<file path="src/rtl/shift_pipe_ctrl.sv">
// Four-stage left shifter with valid/ready flow control and collapsing bubbles.
// Optional feature macro SHIFT_ROT_EN adds a per-request rotate-left mode (in_rot).
module shift_pipe_ctrl #(
  parameter int WIDTH = 16
) (
  input  logic             clk,
  input  logic             rst_n,
  input  logic             in_valid,
  output logic             in_ready,
  input  logic [WIDTH-1:0] in_data,
  input  logic [3:0]       in_amt,
`ifdef SHIFT_ROT_EN
  input  logic             in_rot,
`endif
  output logic             out_valid,
  input  logic             out_ready,
  output logic [WIDTH-1:0] out_data,
  output logic             busy,
  output logic [2:0]       occ
);

  logic [3:0]            valid_reg;
  logic [3:0][WIDTH-1:0] data_reg;
  // Remaining shift-amount bits still to be applied downstream of each stage
  logic [2:0]            rem1_reg;
  logic [1:0]            rem2_reg;
  logic                  rem3_reg;

  logic [3:0]            hold;
  logic [3:0]            src_valid;
  logic [3:0]            load;
  logic [3:0][WIDTH-1:0] src_data;
  logic [3:0][WIDTH-1:0] data_next;
  logic [3:0]            shift_en;
  logic [3:0]            rot_en;

`ifdef SHIFT_ROT_EN
  logic [2:0] rot_reg;
  assign rot_en = {rot_reg, in_rot};
`else
  assign rot_en = '0;
`endif

  // Back-pressure ripples from the output: a stage stalls only if everything after it is stalled
  always_comb begin
    hold    = '0;
    hold[3] = valid_reg[3] & ~out_ready;
    for (int i = 2; i >= 0; i--) begin
      hold[i] = valid_reg[i] & hold[i+1];
    end
  end

  assign in_ready  = ~hold[0];
  assign src_valid = {valid_reg[2:0], in_valid};
  assign src_data  = {data_reg[2:0], in_data};
  assign shift_en  = {rem3_reg, rem2_reg[0], rem1_reg[0], in_amt[0]};
  assign load      = ~hold & src_valid;

  genvar gi;
  generate
    for (gi = 0; gi < 4; gi++) begin : g_stage
      localparam int SH = 1 << gi;
      logic [WIDTH-1:0] zf;
      logic [WIDTH-1:0] rl;
      assign zf = src_data[gi] << SH;
      assign rl = zf | (src_data[gi] >> (WIDTH - SH));
      assign data_next[gi] = !shift_en[gi] ? src_data[gi] : (rot_en[gi] ? rl : zf);
    end
  endgenerate

  always_ff @(posedge clk) begin
    if (!rst_n) begin
      valid_reg <= '0;
      data_reg  <= '0;
      rem1_reg  <= '0;
      rem2_reg  <= '0;
      rem3_reg  <= 1'b0;
`ifdef SHIFT_ROT_EN
      rot_reg   <= '0;
`endif
    end else begin
      for (int i = 0; i < 4; i++) begin
        if (!hold[i]) begin
          valid_reg[i] <= src_valid[i];
        end
        if (load[i]) begin
          data_reg[i] <= data_next[i];
        end
      end
      if (load[0]) rem1_reg <= in_amt[3:1];
      if (load[1]) rem2_reg <= rem1_reg[2:1];
      if (load[2]) rem3_reg <= rem2_reg[1];
`ifdef SHIFT_ROT_EN
      if (load[0]) rot_reg[0] <= in_rot;
      if (load[1]) rot_reg[1] <= rot_reg[0];
      if (load[2]) rot_reg[2] <= rot_reg[1];
`endif
    end
  end

  assign out_valid = valid_reg[3];
  assign out_data  = data_reg[3];
  assign busy      = |valid_reg;

  always_comb begin
    occ = '0;
    for (int i = 0; i < 4; i++) begin
      occ = occ + 3'(valid_reg[i]);
    end
  end

endmodule

</file>
<file path="config.mk">
export PLATFORM = sky130hd
export DESIGN_NAME = shift_pipe_ctrl
export DESIGN_NICKNAME = d
export VERILOG_FILES = /design/src/rtl/shift_pipe_ctrl.sv
export SDC_FILE = /design/constraint.sdc
export NUM_CORES = 1
export LEC_CHECK = 0
export ABC_AREA = 1
export BUFFER_PORTS_ARGS = -buffer_cell sky130_fd_sc_hd__buf_2
export CORE_UTILIZATION = 49
export DETAILED_ROUTE_END_ITERATION = 7
export GPL_ROUTABILITY_DRIVEN = 0
export PLACE_DENSITY = 0.7
export RECOVER_POWER = 25
export SLEW_MARGIN = 20
export SYNTH_ARGS = -nofsm -noshare
export SYNTH_HDL_FRONTEND = slang
export SYNTH_SLANG_ARGS = --single-unit
</file>
<file path="constraint.sdc">
create_clock -name clk -period 3.1 [get_ports clk]
set_input_delay 0.155 -clock clk [delete_from_list [all_inputs] [get_ports clk]]
set_output_delay 0.155 -clock clk [all_outputs]
set_load 0.05 [all_outputs]
</file>
Word-level counts from Yosys, hierarchy flattened

Cells that the tools add are included.

Flip-flop bits (word level): 74
Output and inout port bits: 22

$add $sub $neg: 3
Muxes and demuxes: 4
Bitwise logic cells: 8
Reductions and logical operators: 1

Operators with widths:

| operator         | count |
|---|---|
| $mux W16         | 4 |
| $and A1 B1 Y1    | 4 |
| $and A4 B4 Y4    | 1 |
| $not A4 Y4       | 1 |
| $reduce_or A4 Y1 | 1 |
| $add A2 B1 Y3    | 1 |
| $add A3 B1 Y3    | 1 |
| $add A1 B1 Y2    | 1 |
| $not A1 Y1       | 2 |

Logic depth before layout (Yosys ltp)

Gate-level depths: netlist of run 1.

Depth after elaboration: 7
Gate-level depth with buffers: 9

Worst setup path before layout of run 1

Ideal clock, no wire load.

Path kind: register -> output
From: register valid_reg[3]
To: output port occ[1]
Arrival: 2077 ps
Slack: 868 ps
Stages on the path, launching flop included: 6
Buffers on the path: 0
Cell sequence: dfxtp_1 > inv_2 > fa_1 > inv_1 > ha_1 > ha_1

Cells in the longest elaborated chain, start to end: 1

Ends and longest elaborated chain:

| element                         | RTL line | text |
|---|---|---|
| start, declared                 | 22       | `logic [3:0] valid_reg;` |
| start signal, assigned by index | 84       | `valid_reg[i] <= src_valid[i];` |
| $add A3 B1 Y3                   | 108      | `occ = occ + 3'(valid_reg[i]);` |
| end, declared                   | 19       | `output logic [2:0] occ` |

No other way between the ends.

Worst setup path in the final report of run 1

From: register valid_reg[3]
To: output port in_ready

Cells in the longest elaborated chain, start to end: 5

Ends and longest elaborated chain:

| element                     | RTL line | text |
|---|---|---|
| $and A1 B1 Y1               | 47       | `hold[3] = valid_reg[3] & ~out_ready;` |
| $and A1 B1 Y1 (3 in series) | 49       | `hold[i] = valid_reg[i] & hold[i+1];` |
| $not A1 Y1                  | 53       | `assign in_ready = ~hold[0];` |
| end, declared               | 9        | `output logic in_ready,` |

No other way between the ends.

==> run metrics, run 1 <==
post-layout total power 1.99 mW; Tmin final 2350 ps; hold-critical path endpoint rem1_reg[0]$_SDFFE_PN0P_; Critical Path Sink Type output port; outcome finished, final reports clean; Worst Tran Pin Value 938 ps; hold_buf cts 0; Post-Route Setup TNS 0 ps; Logic pwr share 12.4%; Crit-path slowest cell nand4_2; Ports 46; CTS max path bufs 2; Yosys top cell area share 41.4%; number of DRC markers in iteration 0 90; worst skew pair latency 340 ps; layout cell share with drive strength beyond 1 8.63%; Clock Skew 10.4 ps; fmax 0.425 GHz; R2R Path Start valid_reg[3]$_SDFFE_PN0P_; Worst EP arrival 2200 ps; # diodes 0; Netlist Area Pre-Place 0.00358 mm2; final setup vio count 0; final hold violations 0; Vias/cell 4.69; Die W 87.4 um; Area contributors post-synth dfxtp_1 (41%), nand2_1 (15%), nor2_1 (11%); detailed-route DRC error count 0; CTS H-tree lvls 3; Post-Syn Area per Cell 6.59 um2; gr ovfl total 0; Die H 87.4 um; most frequent cells after synthesis nand2_1 (146), nor2_1 (107), dfxtp_1 (74); Root Driver clkbuf_8; area grow syn2layout 6.16%; EDFF count, synth 0; nets@finish 579; CTS-repair resized insts 0; max reg flops 48; CP cell instances inv_1, nor2_8, nand4_2, buf_2; Synth Instances 543; via count 3055; CP max FO 40; Slew HR 37.3%; RR Endpoint data_reg[6]$_SDFFE_PN0P_; register share of total power 52.4%; post-synth cell types 22; worst hold stages 5; syn nets 571; NetSw 0.530 mW; worst min-delay path class primary input to register; Crit Path Category register to output port; setup bufs post-CTS 0; switching share of total power 26.7%; largest net degree at the start of global routing 41; Avg WL per Cell 10.2 um; Crit path largest cell delay 720 ps; CP required 2940 ps; Clock power frac 35.1%; power density over cell area 523 mW/mm2; die area 0.00765 mm2; reg2reg path depth 5; Core ar. 0.00691 mm2; Yosys top cell by area dfxtp_1; clk slew on worst S/H paths 70 ps; Clock Sinks 74; Peak VDD IR 0.209 mV; Lkg Pwr 1.83 nW; cell with the most instances after synthesis nand2_1; Slew Limit Fails 0; CTS Buf Count 9; hold path startpoint in_amt[1]; post-synthesis sequential area ratio 41.4%; initial antenna violation count 0; RSZ-0062 raised after global routing false; IO buf count 45; FILL cells 759; Top FF cell, synth dfxtp_1; vias in the first global route 2678; Buf/Inv on CP 2; Int Pwr 1.46 mW; Yosys warnings 0; Worst Setup Start Kind register; Final HPWL DP 4800 um; 1st-pass router iterations 6; Total GRT Usage 18.8%; Starting Density 51.8%; #FFs+latches synth 74; Tcrit/Tclk final 75.9%; std cell rows 30; Max-Cap Viols 0; critical path's top delay family simple AND/OR/NAND/NOR gates; asr flop ratio synth 0%; reg2reg setup slack 1170 ps; CTS tree built; area of the multi-input gates 0.00167 mm2; Reg area 0.00148 mm2; Final ANT Viol Nets 0; DRT Wirelength 6680 um; first-pass GRT wire length 11500 um
[how the worst max path moves through the flow]
stage	startpoint	end	slack, ps	cells past startpoint
floorplan	valid_reg[3]$_SDFFE_PN0P_	occ[1]	870	5
global placement	valid_reg[3]$_SDFFE_PN0P_	in_ready	1210	4
detailed placement	valid_reg[0]$_SDFFE_PN0N_	occ[1]	1180	6
CTS	valid_reg[3]$_SDFFE_PN0P_	in_ready	800	4
global route	valid_reg[3]$_SDFFE_PN0P_	in_ready	590	4
finish	valid_reg[3]$_SDFFE_PN0P_	in_ready	750	4
[per-layer routing]
metal	share of wire (%)	track usage [%]	vias up	wire length (um)
li1	-	-	1700	-
met1	48	21.9	1290	3200
met2	47	33.7	60	3160
met3	3.9	4.55	5	263
met4	0.69	6.26	0	46
met5	0	0	-	0
[final cells by class]
cell class / count / share of cell area (%)
Timing Repair Buffer: 46 / 5.57
Tap cell: 96 / 3.16
Inverter: 37 / 3.66
Clock inverter: 3 / 1.05
Clock buffer: 13 / 3.66
Sequential cell: 74 / 39.0
Multi-Input combinational cell: 383 / 43.9
[power groups by stage]
| stage | clock network [mW] | registers, mW | logic, mW |
|---|---|---|---|
| finish | 0.698 | 1.04 | 0.247 |
| global placement | 0 | 1.06 | 0.246 |
| global route | 0.759 | 1.05 | 0.287 |
| floorplan | 0 | 1.05 | 0.218 |
| CTS | 0.712 | 1.04 | 0.251 |
| detailed placement | 0 | 1.06 | 0.251 |
[cells by family (layout without fill, tap and decap cells)]
kind of cell | Yosys count | count (layout) | share of synthesized area (%)
buffers and inverters | 86 | 99 | 11.8
adders and majority gates | 4 | 4 | 1.61
AOI/OAI and AO/OA | 90 | 90 | 12.6
DFF | 74 | 74 | 41.4
and+or+nand+nor | 289 | 289 | 32.6
[placed cells by master (no fill, tap or decap), drive strengths merged]
cell type / netlist / routed
nand2: 148 / 148
inv: 37 / 37
buf: 35 / 29
nand4: 1 / 1
nor2: 109 / 109
o21ai: 45 / 45
clkbuf: 14 / 30
a21oi: 45 / 45
nand3: 31 / 31
dfxtp: 74 / 74
ha: 3 / 3
clkinv: 0 / 2
bufinv: 0 / 1
fa: 1 / 1
[metrics by stage]
stage / worst slack [ps] / instance area (um2) / hold WS [ps] / util (%) / std cells
3_5_place_dp: 1180 / 3650 / 453 / 52.8 / 636
3_3_place_gp: 1210 / 3650 / 450 / 52.8 / 636
4_1_cts: 796 / 3830 / 132 / 55.4 / 652
5_1_grt: 587 / 3800 / 141 / 55.0 / 652
6_report: 747 / 3800 / 141 / 55.0 / 652
2_1_floorplan: 868 / 3580 / 349 / - / 543
[worst min-delay path, cell delays in order]
cell     delay (ps)
buf_2            70
inv_1            30
nand3_1          70
nand2_1          50
nor2_1           70
No activity file was read; power rests on OpenSTA's default activity.
==> inputs of run 2 (changes only) <==
==> constraint.sdc (replaced) <==
create_clock -name clk -period 2.4 [get_ports clk]
set_input_delay 0.12 -clock clk [delete_from_list [all_inputs] [get_ports clk]]
set_output_delay 0.12 -clock clk [all_outputs]
set_load 0.05 [all_outputs]
==> run 2 against run 1 <==
Combinational power increased by 28%. Largest power group unchanged. Sequential share of layout area decreased by 0.33 points. Routed wire length decreased by 0.97%. Final cell count increased by 0.15%. Setup slack got worse by 610 ps. Global-route usage increased by 0.92 points. Highest routed layer unchanged. Critical path depth increased by 2. Power increased by 36%. Clock power increased by 48%.
==> run metrics, run 2 (synthesis gave the netlist of run 1 again) <==
Reg area 0.00148 mm2 (unchanged); Ports 46 (unchanged); RSZ-0062 raised after global routing false; 1st-pass router iterations 4 (-2); Crit path largest cell delay 510 ps (-210 ps); Core ar. 0.00691 mm2 (unchanged); Slew HR 59.3% (+22 points); CP max FO 5 (-88%); reg2reg setup slack 570 ps (-600 ps); final setup vio count 0 (unchanged); Total GRT Usage 19.7% (+0.92 points); power density over cell area 704 mW/mm2 (+35%); Vias/cell 4.71 (+0.60%); Final ANT Viol Nets 0 (unchanged); Clock Sinks 74 (unchanged); setup bufs post-CTS 0 (unchanged); clk slew on worst S/H paths 80 ps (about the same); largest net degree at the start of global routing 41 (unchanged); Starting Density 51.8% (unchanged); area grow syn2layout 7.07%; critical path's top delay family adder cells; Clock Skew 7.46 ps (-2.93 ps); initial antenna violation count 0 (unchanged); Critical Path Sink Type output port; layout cell share with drive strength beyond 1 9.69% (+1.1 points); Lkg Pwr 1.83 nW (about the same); max reg flops 48 (unchanged); Tcrit/Tclk final 94.4%; Root Driver clkbuf_8; Peak VDD IR 0.312 mV (+49%); CTS tree built; nets@finish 580 (+0.17%); most frequent cells in the layout nand2_1 (146), nor2_1 (108), dfxtp_1 (74); via count 3078 (+0.75%); Avg WL per Cell 10.1 um (-1.1%); hold_buf cts 0 (unchanged); outcome finished, final reports clean; die area 0.00765 mm2 (unchanged); Buf/Inv on CP 3 (+1); most common cell after layout, fill and taps aside nand2_1; fmax 0.442 GHz; Crit-path slowest cell fa_1; # diodes 0 (unchanged); reg2reg path depth 7 (+2); Post-Route Setup TNS 0 ps (unchanged); Slew Limit Fails 0 (unchanged); final hold violations 0 (unchanged); CP required 2280 ps (-660 ps); final hold slack 98.9 ps (-42.0 ps); Die H 87.4 um (unchanged); DRT Wirelength 6610 um (-0.97%); RR Endpoint rem2_reg[1]$_SDFFE_PN0P_; number of DRC markers in iteration 0 95 (+5.6%); Die W 87.4 um (unchanged); first-pass GRT wire length 12000 um (+4.3%); post-layout total power 2.70 mW (+36%); Worst Slack Setup Final 135 ps (-612 ps); vias in the first global route 2849 (+6.4%); std cell rows 30 (unchanged); CTS H-tree lvls 3 (unchanged); IO buf count 45 (unchanged); Crit Path Category register to output port; worst min-delay path class primary input to register; detailed-route DRC error count 0 (unchanged); Worst EP arrival 2140 ps (-60 ps); gr ovfl total 0 (unchanged); CTS max path bufs 2 (unchanged); Final HPWL DP 4790 um (-0.27%); CP cell instances inv_1, fa_1, inv_1, ha_1, ha_1, buf_2; Worst Setup Start Kind register; WP depth 6 (+2); Max-Cap Viols 0 (unchanged); R2R Path Start valid_reg[3]$_SDFFE_PN0P_; Worst setup startpoint valid_reg[0]$_SDFFE_PN0N_; Tmin final 2260 ps; CTS-repair resized insts 0 (unchanged); worst skew pair latency 350 ps (about the same); area of the multi-input gates 0.00165 mm2 (-0.83%); FILL cells 740 (-2.5%); Worst Tran Pin Value 611 ps (-327 ps); CP endpoint occ[1]; Setup WS pre-CTS 509 ps (-675 ps); CTS Buf Count 9 (unchanged)
[run 2: worst reg2reg max path: cells and delay by family (launching register included)]
kind                   cells  cell delay (ps)
AND/OR/NAND/NOR            5             1130
flip-flops                 1              330
buffers and inverters      2              280
[run 2: how the worst min path moves through the flow]
stage                                        start                         to  slack [ps]  cells after the start
after CTS                                in_amt[3]   rem1_reg[2]$_SDFFE_PN0P_          90                      5
after global routing                     in_amt[3]   rem1_reg[2]$_SDFFE_PN0P_         110                      5
final                                    in_amt[3]   rem1_reg[2]$_SDFFE_PN0P_         100                      5
after detailed placement  out_data[4]$_SDFFE_PN0P_   out_data[4]$_SDFFE_PN0P_         450                      2
after floorplan                          out_ready  valid_reg[3]$_SDFFE_PN0P_         310                      3
after global placement                   in_amt[3]   rem1_reg[2]$_SDFFE_PN0P_         440                      5
[run 2: per-stage QoR]
step | instance area (um2) | std cells | utilization (%)
6_report | 3830 | 653 | 55.5
5_1_grt | 3830 | 653 | 55.5
4_1_cts | 3870 | 653 | 56.1
3_5_place_dp | 3650 | 637 | 52.9
3_3_place_gp | 3650 | 637 | 52.9
2_1_floorplan | 3580 | 543 | -
[run 2: power breakdown]
part | total, mW | switching (mW) | internal [mW] | leakage (nW)
sequential | 1.35 | 0.0517 | 1.29 | 0.607
combinational | 0.317 | 0.208 | 0.109 | 1.12
clock | 1.03 | 0.452 | 0.582 | 0.105
[run 2: routing by layer]
layer / track usage (%) / share of wire, % / vias up
met1: 21.8 / 46 / 1304
met3: 3.98 / 3.3 / 12
li1: - / - / 1702
met4: 8.94 / 1.9 / 0
met2: 36.2 / 49 / 60
met5: 0 / 0 / -
[run 2: final cells by class]
cell class                      count  share of cell area [%]
Sequential cell                    74                    38.7
Clock inverter                      7                    2.45
Tap cell                           96                    3.14
Multi-Input combinational cell    383                    43.2
Inverter                           37                    3.63
Timing Repair Buffer               47                    5.72
Clock buffer                        9                    3.23
